## src/rtl/iq_avg_decim.sv

```systemverilog
// ----------------------------------------------------------------------------
// iq_avg_decim : deinterleaves an I/Q stream and emits a rounded, saturated
// average of 2^log2n complex pairs per frame with a single-cycle valid strobe.
// Revision 1.0
// ----------------------------------------------------------------------------
`default_nettype none

module iq_avg_decim #(
  parameter int DW   = 20,
  parameter int OW   = 18,
  parameter int MAXL = 7
) (
  input  logic                 clk,
  input  logic                 rst_n,
  input  logic                 iq,
  input  logic signed [DW-1:0] d,
  input  logic [2:0]           log2n,
  input  logic                 sat_clr,
  output logic signed [OW-1:0] i_out,
  output logic signed [OW-1:0] q_out,
  output logic                 valid,
  output logic                 sat
);

  localparam int c_AW = DW + MAXL;
  localparam int c_CW = MAXL + 1;
  localparam logic [2:0] c_MAXL = 3'(MAXL);
  localparam logic signed [c_AW:0] c_POS = {{(c_AW-OW+2){1'b0}}, {(OW-1){1'b1}}};
  localparam logic signed [c_AW:0] c_NEG = {{(c_AW-OW+2){1'b1}}, {(OW-1){1'b0}}};

  localparam logic [0:0] c_WAIT_I = 1'b0;
  localparam logic [0:0] c_HAVE_I = 1'b1;

  logic [0:0]               r_state;
  logic [0:0]               w_state_nxt;
  logic                     w_load_i;
  logic                     w_pair;
  logic signed [DW-1:0]     r_pend_i;
  logic signed [c_AW-1:0]   r_acc_i;
  logic signed [c_AW-1:0]   r_acc_q;
  logic [c_CW-1:0]          r_cnt;
  logic [2:0]               r_l;
  logic signed [OW-1:0]     r_i_out;
  logic signed [OW-1:0]     r_q_out;
  logic                     r_valid;
  logic                     r_sat;

  logic [2:0]               w_lreq;
  logic [2:0]               w_l;
  logic [c_CW-1:0]          w_cnt_nxt;
  logic                     w_last;
  logic signed [c_AW-1:0]   w_sum_i;
  logic signed [c_AW-1:0]   w_sum_q;
  logic [OW:0]              w_rs_i;
  logic [OW:0]              w_rs_q;

  // Returns {clipped, value}: round half up, arithmetic shift by l, saturate.
  function automatic logic [OW:0] f_round_sat(input logic signed [c_AW-1:0] acc,
                                              input logic [2:0] l);
    logic signed [c_AW:0] v_ext;
    logic signed [c_AW:0] v_half;
    logic signed [c_AW:0] v_shf;
    v_ext  = {acc[c_AW-1], acc};
    v_half = (l == 3'd0) ? '0 : ((c_AW+1)'(1) << (l - 3'd1));
    v_shf  = (v_ext + v_half) >>> l;
    if (v_shf > c_POS)      f_round_sat = {1'b1, c_POS[OW-1:0]};
    else if (v_shf < c_NEG) f_round_sat = {1'b1, c_NEG[OW-1:0]};
    else                    f_round_sat = {1'b0, v_shf[OW-1:0]};
  endfunction

  always_ff @(posedge clk or negedge rst_n) begin
    if (!rst_n) r_state <= c_WAIT_I;
    else        r_state <= w_state_nxt;
  end

  always_comb begin
    w_state_nxt = r_state;
    case (r_state)
      c_WAIT_I: if (iq)  w_state_nxt = c_HAVE_I;
      c_HAVE_I: if (!iq) w_state_nxt = c_WAIT_I;
      default:           w_state_nxt = c_WAIT_I;
    endcase
  end

  always_comb begin
    w_load_i = iq;
    w_pair   = (r_state == c_HAVE_I) && !iq;
  end

  // Frame length is sampled on the first pair; later pairs use the latched copy.
  assign w_lreq    = (log2n > c_MAXL) ? c_MAXL : log2n;
  assign w_l       = (r_cnt == '0) ? w_lreq : r_l;
  assign w_cnt_nxt = r_cnt + c_CW'(1);
  assign w_last    = (w_cnt_nxt == (c_CW'(1) << w_l));
  assign w_sum_i   = r_acc_i + {{MAXL{r_pend_i[DW-1]}}, r_pend_i};
  assign w_sum_q   = r_acc_q + {{MAXL{d[DW-1]}}, d};
  assign w_rs_i    = f_round_sat(w_sum_i, w_l);
  assign w_rs_q    = f_round_sat(w_sum_q, w_l);

  always_ff @(posedge clk or negedge rst_n) begin
    if (!rst_n) begin
      r_pend_i <= '0;
      r_acc_i  <= '0;
      r_acc_q  <= '0;
      r_cnt    <= '0;
      r_l      <= '0;
      r_i_out  <= '0;
      r_q_out  <= '0;
      r_valid  <= 1'b0;
      r_sat    <= 1'b0;
    end else begin
      r_valid <= 1'b0;
      if (w_load_i) r_pend_i <= d;
      if (w_pair) begin
        if (r_cnt == '0) r_l <= w_lreq;
        if (w_last) begin
          r_acc_i <= '0;
          r_acc_q <= '0;
          r_cnt   <= '0;
          r_i_out <= w_rs_i[OW-1:0];
          r_q_out <= w_rs_q[OW-1:0];
          r_valid <= 1'b1;
        end else begin
          r_acc_i <= w_sum_i;
          r_acc_q <= w_sum_q;
          r_cnt   <= w_cnt_nxt;
        end
      end
      // A clip in the same cycle as sat_clr keeps the flag set.
      if (w_pair && w_last && (w_rs_i[OW] || w_rs_q[OW])) r_sat <= 1'b1;
      else if (sat_clr)                                    r_sat <= 1'b0;
    end
  end

  assign i_out = r_i_out;
  assign q_out = r_q_out;
  assign valid = r_valid;
  assign sat   = r_sat;

endmodule

`default_nettype wire
```

## config.mk

```make
export PLATFORM = sky130hd
export DESIGN_NAME = iq_avg_decim
export DESIGN_NICKNAME = d
export VERILOG_FILES = /design/src/rtl/iq_avg_decim.sv
export SDC_FILE = /design/constraint.sdc
export NUM_CORES = 1
export LEC_CHECK = 0
export ABC_AREA = 0
export BUFFER_PORTS_ARGS = -buffer_cell sky130_fd_sc_hd__buf_2
export CAP_MARGIN = 30
export CORE_ASPECT_RATIO = 1.5
export CORE_MARGIN = 4
export CORE_UTILIZATION = 55
export CTS_BUF_LIST = sky130_fd_sc_hd__clkbuf_16
export CTS_CLUSTER_SIZE = 10
export DETAILED_ROUTE_END_ITERATION = 12
export GPL_TIMING_DRIVEN = 0
export HOLD_SLACK_MARGIN = 0.15
export PLACE_DENSITY = 0.71
export SETUP_SLACK_MARGIN = 0.15
export SYNTH_ARGS = -nofsm -noshare
export SYNTH_HDL_FRONTEND = slang
export SYNTH_SLANG_ARGS = --single-unit
```

## constraint.sdc

```tcl
create_clock -name clk -period 8.5 [get_ports clk]
set_clock_uncertainty 0.05 [all_clocks]
set_input_delay 0.425 -clock clk [delete_from_list [all_inputs] [get_ports clk]]
set_output_delay 0.425 -clock clk [all_outputs]
set_load 0.02 [all_outputs]
```

Yosys cells after proc, flatten, opt, wreduce, memory -nomap -nowiden. Index checks and enable logic that the tools add are counted.

$add $sub $neg: 6. Magnitude comparators: 5. Equal/unequal tests: 1. Shift-type cells: 4. Multiplexer cells: 15. Reduce and logical (&&, ||, !) cells: 9.

Operator list (count): two-way mux 19 bit (4); adder 27 x 28 -> 28 bit (2); > comparator 28 x 18 -> 1 bit, second input constant (2); < comparator 28 x 18 -> 1 bit, second input constant (2); >>> shifter 28 x 3 -> 28 bit (2); adder 27 bit (2); two-way mux 27 bit (2); two-way mux 28 bit (1); << shifter 1 x 3 -> 28 bit, first input constant (1); adder 8 x 1 -> 8 bit, second input constant (1); == test 8 bit (1); zero test 8 bit (1); two-way mux 8 bit (1); << shifter 1 x 3 -> 8 bit, first input constant (1); two-way mux 3 bit (2); two-way mux 1 bit (5); > comparator 3 bit, second input constant (1); logical AND 1 bit (3); zero test 3 bit (1); subtractor 3 x 1 -> 3 bit, second input constant (1); AND reduction 2 bit (1); nonzero test 2 bit (1); zero test 1 bit (1); logical OR 1 bit (1).

Register bits after elaboration: 124. Bits of input ports: 27. Output and inout port bits: 38. Word-level logic and storage cells: 50.

Longest topological paths before layout.
Word-level depth: 14. Mapped depth: 32. Gate-level depth less buffers: 26.

Least setup slack after synthesis. OpenSTA, ideal clock, no wires.

Path type: flip-flop to flip-flop. Start: register r_cnt[0]. End: register r_sat (netlist: sat). Arrival time: 6888 ps. Data required time: 8305 ps. Setup slack: 1417 ps. Cell stages (with the launch flop): 32. Period minus slack after synthesis: 7083 ps. Path through: dfrtp_1 > inv_1 > ha_1 > or4b_4 > buf_6 > or4_4 > and2_1 > buf_6 > inv_1 > clkbuf_1 > ha_1 > clkbuf_1 > nand2b_1 > clkbuf_1 > nor2_1 > xnor2_1 > ha_1 > inv_1 > o311ai_0 > o311a_1 > o32ai_2 > o311a_4 > nand2b_1 > nor4_2 > o32ai_1 > a211oi_2 > nand4b_1 > a2111oi_4 > a41oi_4 > buf_6 > o31ai_1 > o221ai_1.

Longest elaborated chain between the ends: 13.

Ends and longest elaborated chain: start: declaration (line 41) `logic [c_CW-1:0] r_cnt;`; start signal: assignment (line 126) `r_cnt <= w_cnt_nxt;`; zero test 8 bit (line 92) `assign w_l = (r_cnt == '0) ? w_lreq : r_l;`; two-way mux 3 bit (line 92); subtractor 3 x 1 -> 3 bit (line 64) `v_half = (l == 3'd0) ? '0 : ((c_AW+1)'(1) << (l - 3'd1));`; << shifter 1 x 3 -> 28 bit (line 64); two-way mux 28 bit (line 64); adder 27 x 28 -> 28 bit (line 65) `v_shf = (v_ext + v_half) >>> l;`; >>> shifter 28 x 3 -> 28 bit (line 65); < comparator 28 x 18 -> 1 bit (line 67) `else if (v_shf < c_NEG) f_round_sat = {1'b1, c_NEG[OW-1:0]};`; two-way mux 19 bit (line 67); two-way mux 19 bit (line 66) `if (v_shf > c_POS) f_round_sat = {1'b1, c_POS[OW-1:0]};`; logical OR 1 bit (line 130) `if (w_pair && w_last && (w_rs_i[OW] || w_rs_q[OW])) r_sat <= 1'b1;`; logical AND 1 bit (*) (line 130); two-way mux 1 bit or nonzero test 2 bit (tied branches); end signal: assignment (line 110) `r_sat <= 1'b0;`; end signal: assignment (line 130); end signal: assignment (line 131) `else if (sat_clr) r_sat <= 1'b0;`; end: declaration (line 46) `logic r_sat;`.

Every way passes the cells marked *; elsewhere a longest branch is shown, timed or not. A chain may end at the register's enable or synchronous reset.

Final worst setup path. Ends and elaborated chain as after synthesis.

==> results.cfg <==
[status]
outcome = finished clean

[cts]
cts-root-buf = clkbuf_16
numCtsBuffers = 17
clockBufferDepth = 2
clkSlewWorstSetupHoldPaths_ns = 0.06
clkSinkCount = 124
insertion_delay_ns = 0.45
cts_tree = yes
htree_levels = 4

[route]
met3_wirelength_um = 2907
routedWlPerCell_um = 22.54
drc = 0
met2_length_um = 22760
drtAntennaViolNets = 0
viasPerCell = 6.585
wl_um = 47570
drt_iter0_drc = 1103
wl_met1_um = 18000
routed.top_layer = met4
firstDrtPassIters = 6
via_count = 13900

[sta]
worst_slack_ns = 0.4845
slew_headroom_pct = 30.36
slew_violations = 0
hold_violations = 0
rsz0062_at_grt = false
period_share_pct = 94.30
setup_violations = 0
setup_tns_ns = 0
worst_pin_slew_ns = 1.043
max_freq_mhz = 124.8
period_minus_slack_ns = 8.015

[global_route]
grt_max_degree = 88
grt_use_total_pct = 35.91
antenna_found_initial = 0
grt-ovfl-total = 0
grt_first_pass_wirelength_um = 73650
grt_pass1_vias = 13240

[synthesis]
syn-cell-area_um2 = 12910
yosys_warnings = 0
synth_cell_types = 94
synth_ff_type = dfrtp_1
synth_edf_count = 0
syn_nets = 1786
avgSynthCellArea_um2 = 7.636
syn_inst = 1691
ys_seq_area_share_pct = 24.03
synth_seq_cells = 124
async_flop_share_pct = 100.0

[critical_path]
r2r_slack_ns = 0.48
cp-startpoint = r_cnt[0]
start_kind = flip-flop
r2r_end = sat
criticalPathCategory = reg -> reg
crit_required_ns = 8.75
reg2reg_from = r_cnt[0]
crit_arrival_ns = 8.27
worstPathMaxFanout = 11
crit_path_end = sat
cp-end-kind = flip-flop
r2r_cells = 30
max_stage_delay_ns = 0.52
cp_slowest_cell = o311a_4

[floorplanning]
die_y_um = 195.7
die_w_um = 133.1
die_area_um2 = 26040
io_pins = 65
initial_core_util_pct = 56.00
num_rows = 68
coreArea_um2 = 23060

[placed_design]
dp_hpwl_um = 38040
port_buffers = 64
place_ws_ns = -0.2005
gp_congestion = 1.029

[layout]
drive_above_1_share_pct = 10.47
areaGrowthSynthToFinish_pct = 11.36
nNetsFinal = 1877

[job]
drv_cap = 0

[worst_hold_path]
hp-class = in -> reg
cells in the final DEF, fill, tap and decap left out, types with 27 or more instances in the layout:
cell type,netlist,final
xnor2_1,59,59
a211oi_1,36,36
buf_2,7,74
nand3_1,37,37
dfrtp_1,124,124
o31ai_1,47,47
a21oi_1,101,101
nor2_1,169,169
inv_1,27,27
clkbuf_1,80,76
mux2_2,27,27
xor2_1,33,33
ha_1,66,65
nand2_1,250,250
o211ai_1,34,34
nor3_1,45,45
mux2i_1,33,32
o21ai_0,114,114
worst max-delay path, delay by kind of cell (launching register included):
kind	cells	cell delay [ns]
buffers and inverters	8	1.49
AO/OA/AOI/OAI	10	2.88
adder cells (fa/ha/maj)	3	0.66
XOR/XNOR	1	0.19
flip-flops	1	0.45
AND/OR/NAND/NOR	8	2.13
synth_stat cells, drive strengths merged (5+ instances only):
master	count	area [um2]
a211o	19	167.7
a211oi	39	307.8
a21boi	8	60.06
a21o	13	97.59
a21oi	103	523.0
a22oi	8	60.06
a311oi	5	56.31
a31oi	20	125.1
and2	21	131.4
and3	11	68.82
and4	6	52.55
buf	16	98.84
clkbuf	80	300.3
dfrtp	124	3103
ha	66	825.8
inv	27	101.4
mux2	27	304.0
mux2i	33	330.3
nand2	250	938.4
nand2b	26	162.7
nand3	37	185.2
nand4	22	137.6
nor2	170	640.6
nor2b	10	62.56
nor3	45	225.2
nor4	22	165.2
o2111ai	8	70.07
o211ai	34	255.2
o21a	23	172.7
o21ai	120	604.3
o21bai	14	105.1
o221ai	9	78.83
o22ai	9	56.30
o311ai	12	105.1
o31a	9	78.83
o31ai	47	352.8
or2	7	43.79
or3	22	137.6
or4	7	56.30
xnor2	59	516.8
xor2	34	305.3
worst min-delay path by stage:
stage / startpoint / endpoint / cells past startpoint
floorplan: rst_n / i_out[0] / 0
global placement: i_out[2] / i_out[2] / 2
detailed placement: rst_n / i_out[4] / 1
CTS: sat_clr / sat / 2
global route: sat_clr / sat / 2
finish: sat_clr / sat / 2
cell type report:
type                       count  area (um2)
sequential                   124        3103
tap                          315       394.1
timing repair buffer          73       412.9
antenna                        1       2.502
clock inverter                15       175.2
buffer                        95       399.1
multi-input combinational   1443        9361
inverter                      28       105.1
fill                        2160        8678
clock buffer                  17       425.4
stage by stage:
stage               std cells  utilization [%]  hold slack, ns  cell area [um2]
global route             2110            62.35          0.1719            14380
detailed placement       2075            59.38          0.2920            13690
global placement         2070            59.10          0.4108            13630
CTS                      2109            62.13          0.1592            14330
floorplan                1691                -         0.07941            12910
finish                   2111            62.36          0.1645            14380
metal layers:
metal | vias up | track usage, %
met5 | - | 0
met4 | 0 | 26.61
met3 | 225 | 6.080
met2 | 677 | 60.36
met1 | 6511 | 40.72
li1 | 6487 | -
kinds of logic after synthesis:
family	share of synthesized area, %
xor gates and xnor gates	6.366
DFF	24.03
muxes	4.913
and+or+nand+nor	24.55
AOI/OAI and AO/OA	29.53
buffers and inverters	3.905
adders and majority gates	6.705
repair_timing:
item / CTS / global route
buffers inserted: 0 / 0
hold buffers: 2 / 0
endpoints found under the setup margin: 31 / 35
resized for setup: 5 / 6
hold endpoints to repair: 38 / 0
registers in the layout, summed over array words and instances (netlist names), 3 cells and up:
signal,flops
r_acc_i,27
r_acc_q,27
r_pend_i,20
i_out,18
q_out,18
r_cnt,8
r_l,3
Power is left out: the tool's default activity adds up to more than one toggle a clock period on the data nets, which glitch-free logic cannot reach.
